## src/rtl/tt_um_mau_top_4b.sv

```systemverilog
// rtl/tt_um_mau_top_4b.sv - 4-bit multi-function arithmetic unit with MAC accumulator
// Single-cycle datapath feeding registered result/flag/zero; done pulses one cycle per accepted op.
module tt_um_mau_top_4b (
  input  logic       clk,
  input  logic       rst_n,
  input  logic       ena,
  input  logic [7:0] ui_in,
  input  logic [7:0] uio_in,
  output logic [7:0] uo_out,
  output logic [7:0] uio_out,
  output logic [7:0] uio_oe
);

  logic [3:0] a, b, op;
  logic       start, accept;
  logic       unused_bits;

  logic [7:0] result_q, result_d;
  logic [7:0] acc_q, acc_d;
  logic       flag_q, flag_d;
  logic       zero_q, zero_d;
  logic       done_q;

  logic [4:0]  add_sum;
  logic [7:0]  prod;
  logic [7:0]  sqr;
  logic [14:0] shl_full;
  logic [3:0]  shr_res, shr_mask;
  logic [8:0]  mac_sum;

  assign a           = ui_in[3:0];
  assign b           = ui_in[7:4];
  assign op          = uio_in[3:0];
  assign start       = uio_in[4];
  assign unused_bits = &uio_in[7:5];
  // rst_n is an active-high reset despite its name; it also blocks acceptance.
  assign accept      = start & ena & ~rst_n;

  assign add_sum  = {1'b0, a} + {1'b0, b};
  assign prod     = {4'b0, a} * {4'b0, b};
  assign sqr      = {4'b0, a} * {4'b0, a};
  assign shl_full = {11'b0, a} << b[2:0];
  assign shr_res  = a >> b[1:0];
  assign shr_mask = ~(4'hF << b[1:0]);
  assign mac_sum  = {1'b0, acc_q} + {1'b0, prod};

  always_comb begin
    result_d = 8'h00;
    flag_d   = 1'b0;
    acc_d    = acc_q;
    case (op)
      4'd0: begin
        result_d = {3'b0, add_sum};
        flag_d   = add_sum[4];
      end
      4'd1: begin
        result_d = {4'b0, a - b};
        flag_d   = (a < b);
      end
      4'd2:  result_d = prod;
      4'd3:  result_d = {4'b0, a & b};
      4'd4:  result_d = {4'b0, a | b};
      4'd5:  result_d = {4'b0, a ^ b};
      4'd6:  result_d = {4'b0, ~a};
      4'd7: begin
        result_d = shl_full[7:0];
        flag_d   = |shl_full[14:8];
      end
      4'd8: begin
        result_d = {4'b0, shr_res};
        flag_d   = |(a & shr_mask);
      end
      4'd9: begin
        result_d = {4'b0, (a < b) ? a : b};
        flag_d   = (a == b);
      end
      4'd10: begin
        result_d = {4'b0, (a > b) ? a : b};
        flag_d   = (a == b);
      end
      4'd11: result_d = {5'b0, (a < b), (a == b), (a > b)};
      4'd12: begin
        if (b == 4'd0) begin
          result_d = 8'hFF;
          flag_d   = 1'b1;
        end else begin
          result_d = {a / b, a % b};
        end
      end
      4'd13: result_d = sqr;
      4'd14: begin
        acc_d    = mac_sum[7:0];
        result_d = mac_sum[7:0];
        flag_d   = mac_sum[8];
      end
      default: acc_d = 8'h00;
    endcase
    zero_d = (result_d == 8'h00);
  end

  always_ff @(posedge clk) begin
    if (rst_n) begin
      result_q <= 8'h00;
      acc_q    <= 8'h00;
      flag_q   <= 1'b0;
      zero_q   <= 1'b0;
      done_q   <= 1'b0;
    end else begin
      done_q <= accept;
      if (accept) begin
        result_q <= result_d;
        acc_q    <= acc_d;
        flag_q   <= flag_d;
        zero_q   <= zero_d;
      end
    end
  end

  assign uo_out  = result_q;
  assign uio_out = {done_q, flag_q, zero_q, 5'b0};
  assign uio_oe  = 8'hE0;

endmodule

```

## config.mk

```make
export PLATFORM = sky130hd
export DESIGN_NAME = tt_um_mau_top_4b
export DESIGN_NICKNAME = d
export VERILOG_FILES = /design/src/rtl/tt_um_mau_top_4b.sv
export SDC_FILE = /design/constraint.sdc
export NUM_CORES = 1
export LEC_CHECK = 0
export ABC_CLOCK_PERIOD_IN_PS = 7650
export CAP_MARGIN = 10
export CORE_UTILIZATION = 50
export DETAILED_ROUTE_END_ITERATION = 12
export PLACE_DENSITY = 0.73
export SLEW_MARGIN = 20
export SYNTH_ARGS = -nofsm -noshare
export SYNTH_HDL_FRONTEND = slang
export SYNTH_SLANG_ARGS = --single-unit
```

## constraint.sdc

```tcl
create_clock -name clk -period 7.65 [get_ports clk]
set_clock_uncertainty 0.1 [all_clocks]
set_input_delay 1.53 -clock clk [delete_from_list [all_inputs] [get_ports clk]]
set_output_delay 1.53 -clock clk [all_outputs]
set_load 0.02 [all_outputs]
```

Yosys cells after proc, flatten, opt, wreduce, memory -nomap -nowiden
Cells that the tools add are included.

storage, ports and cells
  register bits = 19
  input bits = 19

cells by class
  $add $sub $neg = 3
  multipliers = 2
  div/mod/pow operators = 2
  magnitude comparators = 2
  eq/ne operators = 15
  shift operators = 3
  muxes and demuxes = 7
  bitwise gates (word level) = 10
  reduce and logical (&&, ||, !) cells = 8

operators by type and width
  operator                                             count
  case mux 8 bit (15 select lines)                     1
  equality test 4 bit, second input constant           7
  equality test 4 x 3 -> 1 bit, second input constant  4
  multiplier 4 x 4 -> 8 bit                            2
  case mux 8 bit (2 select lines)                      1
  left shift 4 x 3 -> 15 bit                           1
  OR reduction 14 bit                                  1
  adder 8 x 8 -> 9 bit                                 1
  AND 4 bit                                            2
  equality test 4 x 2 -> 1 bit, second input constant  2
  zero test 4 bit                                      2
  zero test 8 bit                                      1
  2-to-1 mux 4 bit                                     2
  2-to-1 mux 8 bit                                     1
  NOT 4 bit                                            2
  case mux 1 bit (7 select lines)                      1
  OR reduction 7 bit                                   1
  adder 4 x 4 -> 5 bit                                 1
  divider 4 x 4 -> 4 bit                               1
  equality test 4 x 1 -> 1 bit, second input constant  1
  equality test 4 bit                                  1
  greater-than comparator 4 bit                        1
  less-than comparator 4 bit                           1
  modulo 4 x 4 -> 4 bit                                1
  other kinds (11)                                     13

Depth between registers and ports, before layout
Gate-level depths: netlist of the first run.

  word-level depth = 5
  mapped depth = 24

Worst setup path before layout of the first run
OpenSTA, ideal clock, no wires.

  kind = input to register
  start point = input port ui_in[4]
  end point = register zero_q
  setup time = 0.061 ns
  arrival = 6.510 ns
  data required time = 7.489 ns
  slack = 0.979 ns
  cell stages on the path = 24
  buffers on the path = 1
  cell sequence = clkbuf_1 > inv_1 > ha_1 > or4b_2 > a22oi_1 > ha_1 > o21a_1 > o21ai_0 > nand2_1 > o31ai_1 > ha_1 > a21oi_1 > a211oi_1 > a31oi_1 > inv_1 > ha_1 > o21ai_0 > a31oi_1 > or2_2 > a31o_2 > nor4_2 > nand3_1 > nor4_1 > a32o_1

between the ends
  word-level cells in the longest chain between the ends = 4
  elaborated cells on any way between the ends = 20
  those cells by class = add/sub (3); mul (1); div (2); order compare (2); eq/ne (1); shift (2); mux (4); bitwise (3); reduce/logical (2)

ends and longest elaborated chain
  what                                                 line  RTL
  from (decl)                                          7     input logic [7:0] ui_in,
  modulo 4 x 4 -> 4 bit, or another cell as far along  87    result_d = {a / b, a % b};
  2-to-1 mux 8 bit, or another cell as far along       83    if (b == 4'd0) begin
  case mux 8 bit (15 select lines) (*)                 51    case (op)
  zero test 8 bit (*)                                  98    zero_d = (result_d == 8'h00);
  to (signal assigned)                                 114   zero_q <= zero_d;
  to (decl)                                            21    logic zero_q, zero_d;

Mark *: on every way between the ends. The rest lies on a longest branch, timed or not.
A chain may end at the register's enable or synchronous reset.

Worst setup path after layout of the first run
  start point = input port ui_in[3]
  end point = register zero_q

between the ends
  word-level cells in the longest chain between the ends = 4
  elaborated cells on any way between the ends = 21
  those cells by class = add/sub (3); mul (2); div (2); order compare (2); eq/ne (1); shift (2); mux (4); bitwise (4); reduce/logical (1)

ends and longest elaborated chain
  what                                                 line
  modulo 4 x 4 -> 4 bit, or another cell as far along  87
  2-to-1 mux 8 bit, or another cell as far along       83
  case mux 8 bit (15 select lines) (*)                 51
  zero test 8 bit (*)                                  98

Marks and branches as above.

==> results of run 1 <==
==> final timing paths <==
path | depth (start not counted) | to | slack (ns)
setup / recovery | 22 | zero_q | 0.47
hold / removal | 2 | uo_out[1] | 0.35
setup reg to reg | 11 | zero_q | 4.81
hold reg to reg | 2 | uo_out[1] | 0.35
==> metal layers <==
metal  up-vias  part of all wire  global-route usage
met1      1683              0.42               0.370
met3        41             0.088              0.0350
met5         -                 0                   0
li1       1728                 -                   -
met4         0             0.045               0.136
met2       231              0.45               0.479
==> cells by family (layout without fill, tap and decap cells) <==
family	Yosys count	after routing	share of synthesized area
other cells	2	13	0.00216
buf+inv	71	69	0.0948
xor+xnor	20	20	0.0505
simple gates	170	170	0.244
mux	7	7	0.0205
compound gates	130	130	0.255
fa+ha+maj	57	57	0.223
flops	19	19	0.110
==> registers in the layout, summed over array words and instances (netlist names) <==
name    flops
acc_q       8
flag_q      1
zero_q      1
done_q      1
uo_out      8
==> power groups by stage <==
stage          combinational (mW)  sequential [mW]  clock, mW
5_1_grt                     0.283            0.104     0.0754
3_3_place_gp                0.244            0.106          0
2_1_floorplan               0.182            0.110          0
3_5_place_dp                0.250            0.106          0
6_report                    0.258            0.104     0.0694
4_1_cts                     0.251            0.104     0.0701
==> critical path: cells and delay by family <==
family,cells,cell delay [ns]
AO/OA/AOI/OAI,10,2.22
adder cells (fa/ha/maj),4,1.30
AND/OR/NAND/NOR,6,1.64
buffers and inverters,2,0.59
==> cells in the final DEF, fill, tap and decap left out, types with 3 or more instances in the layout <==
cell type and instances:
nor4b_1 3, buf_4 13, nand4_1 3, nor2b_1 6, and3_1 5, nor2_1 65, mux2i_1 6, a31oi_1 6
nand2b_1 5, xnor2_1 14, o21ai_0 17, clkbuf_8 3, conb_1 13, a32oi_1 6, a21o_1 8, and2_1 6
a22oi_1 4, a211oi_1 9, a21oi_1 36, nor3_1 19, dfxtp_1 19, nor4_1 6, xor2_1 6, nand3_1 4
inv_1 23, o22ai_1 3, nand2_1 27, ha_1 49, o211ai_1 4, a32o_1 3, or3_1 3, o221ai_1 4
fa_1 8, nand3b_1 5, clkdlybuf4s50_1 26
==> metrics by stage <==
| step | instance area (µm²) | utilization | setup WS (ns) |
|---|---|---|---|
| floorplan | 3510 | - | 0.979 |
| global placement | 3730 | 0.572 | 0.357 |
| detailed placement | 3730 | 0.572 | 0.214 |
| CTS | 3780 | 0.579 | 0.473 |
| global route | 3790 | 0.581 | 0.0521 |
| finish | 3790 | 0.581 | 0.465 |
==> final cells by class <==
type	count	area, µm²	area share
well taps	77	96.3	0.0254
clock buffers	4	45.0	0.0119
inverters	26	97.6	0.0257
flip-flops and latches	19	380	0.100
repair buffers	39	358	0.0943
multi-input cells	397	2820	0.742
==> what timing repair did <==
action                                  4_1_cts  5_1_grt
hold buffers                                  0        0
resized for setup                             0        3
hold endpoints to repair                      0        0
endpoints found under the setup margin        0        1
==> flow_summary.rst, run 1 <==
.. list-table::
   :header-rows: 1

   * - Metric
     - Value
   * - Tightest hold margin
     - ~0.35 ns
   * - Routed WL
     - 10,200 µm
   * - Final total power
     - 0.432 mW
   * - GR Overflow Total
     - 0
   * - Total of warnings raised by yosys
     - 0
   * - Max-cap violation count
     - 0
   * - Crit. Startpoint
     - ui_in[3]
   * - Clock-pin slew on the worst setup and hold paths
     - roughly 0.07 ns
   * - Vertical die dimension
     - 85.3 µm
   * - Horizontal die dimension
     - 85.3 µm
   * - Pin count of the biggest net entering global routing
     - 30
   * - Cell repeated most along the worst path
     - ha_1
   * - Final total negative setup slack
     - 0 ns
   * - Maximum level of the CTS H-tree
     - 1
   * - CTS tree
     - done
   * - Number of filler cells placed in the layout
     - approximately 630
   * - Fraction of synthesized cell area taken by the top area cell type
     - 0.177
   * - Switching power as a share of total power
     - 0.443
   * - Layout overhead on the synthesized area
     - 9.34%
   * - First-pass GRT wire length
     - 16,600 µm
   * - Flop pwr share
     - 0.241
   * - Start point of the worst min-delay path
     - uo_out[1]
   * - Starting density of the core
     - 0.531
   * - Post-synthesis instance area
     - 3470 µm²
   * - Critical path endpoint category
     - flip-flop
   * - Dominant register cell in the synthesized netlist
     - dfxtp_1
   * - Clock insertion delay at the later pin of the skew report
     - approximately 0.26 ns
   * - CP Data Arrival Time
     - approximately 7.3 ns
   * - Worst relative slew slack
     - 0.356
   * - Fraction of the cycle the final worst path needs
     - 0.939
   * - Chain of cells forming the critical path
     - clkdlybuf4s50_1 -> ha_1 -> or4b_2 -> a22oi_1 -> ha_1 -> o21a_1 -> o21ai_0 -> nand2_1 -> o31ai_1 -> ha_1 -> a21oi_1 -> a21oi_2 -> a21oi_1 -> inv_1 -> fa_1 -> a31oi_1 -> nor4_1 -> a31o_2 -> nor4_2 -> nand3_1 -> nor4_1 -> a32o_1
   * - Count of TritonRoute iterations in the first routing pass
     - 10
   * - Die footprint
     - 7280 µm²
   * - Leakage power
     - about 1.6 nW
   * - Number of placement rows
     - 29
   * - Deepest clock path buffer count
     - 2
   * - Avg Vias per Cell
     - 6.55
   * - Nets
     - between 500 and 600
   * - Number of antenna-violating nets in the routed design
     - 0
   * - Inst Count DP
     - 558
   * - Number of setup violations in the final report
     - 0
   * - Vias in the first global route
     - approximately 3,300
   * - Layout cells sized above 1
     - 0.0557
   * - Beginning of the worst register-to-register path
     - acc_q[0]
   * - Internal cell power
     - 0.240 mW
   * - Largest incremental delay on the critical path
     - 0.61 ns
   * - Fraction of registers with async set/reset
     - 0
   * - Largest area contributor in the netlist
     - ha_1
   * - Slowest cell on the critical path
     - or4b_2
   * - Worst Setup Start Kind
     - input port
   * - Antenna violations before repair
     - 0
   * - Instance count of the mapped netlist
     - 476
   * - Clock root cell
     - clkbuf_8
   * - Cell with the most instances after synthesis
     - nor2_1
   * - Detail Placement HPWL
     - between 7000 and 8000 µm
   * - Seq cells post-synth
     - 19
   * - Average size of a mapped cell
     - 7.29 µm²
   * - Total inserted antenna cells
     - 0
   * - Count of flip-flops with a built-in enable after synthesis
     - 0
   * - Most used standard cells in the synthesized netlist
     - nor2_1, ha_1, a21oi_1
   * - Clock network fraction of design power
     - 0.161
   * - RD Place Congestion
     - 1.01
   * - Drt initial violations
     - between 400 and 500
   * - Vias post-DR
     - ~3,700
   * - Switching power total
     - 0.191 mW
   * - Yosys cell types
     - 68
   * - Required @ worst endpoint
     - roughly 7.8 ns
   * - Pin slew with the least headroom to its limit
     - 0.964 ns
   * - Max Transition Viols Final
     - 0
   * - Number of clock sinks seen by CTS
     - 19
   * - Upper clock frequency limit
     - around 0.14 GHz
   * - Number of hold violations in the final report
     - 0
   * - # port buffers
     - 26
   * - DRC
     - 1
   * - Tightest Hold Check Type
     - reg2reg
   * - Worst IR Drop VDD
     - 58.1 µV
   * - Detail-routed net length per standard cell
     - around 18 µm
   * - Number of CTS-inserted buffers
     - 3
   * - Violated checks
     - DRC
   * - Status
     - finished with violations
   * - Final cell count without fillers
     - 562
   * - Combinational cell fraction of total power
     - 0.599
   * - Kind of critical path
     - in2reg
   * - Cell area power density
     - around 110 nW/µm²
   * - Buffers inserted by post-CTS timing repair
     - 0
   * - Proportion of synthesized chip area in sequential cells
     - 0.110
   * - Unrepaired setup endpoints after global routing
     - false
   * - Worst Path Max Fanout
     - 4
   * - Clock period minus worst slack
     - 7.18 ns
   * - Area of the core region
     - 6530 µm²
   * - Biggest area contributors in the synthesized netlist
     - ha_1, dfxtp_1, nor2_1
   * - All-layer global routing usage
     - 0.287
   * - # IOs
     - 43
Note: power is estimated with default switching activity, not from simulation.
==> run 2: changes to the inputs <==
--- a/config.mk
+++ b/config.mk
@@ -10,7 +10,6 @@
 export CORE_UTILIZATION = 50
 export DETAILED_ROUTE_END_ITERATION = 12
 export PLACE_DENSITY = 0.73
-export SLEW_MARGIN = 20
 export SYNTH_ARGS = -nofsm -noshare
 export SYNTH_HDL_FRONTEND = slang
 export SYNTH_SLANG_ARGS = --single-unit
==> results of run 2 <==
Same layout as run 1: the final DEF is identical, and so are final timing and power.
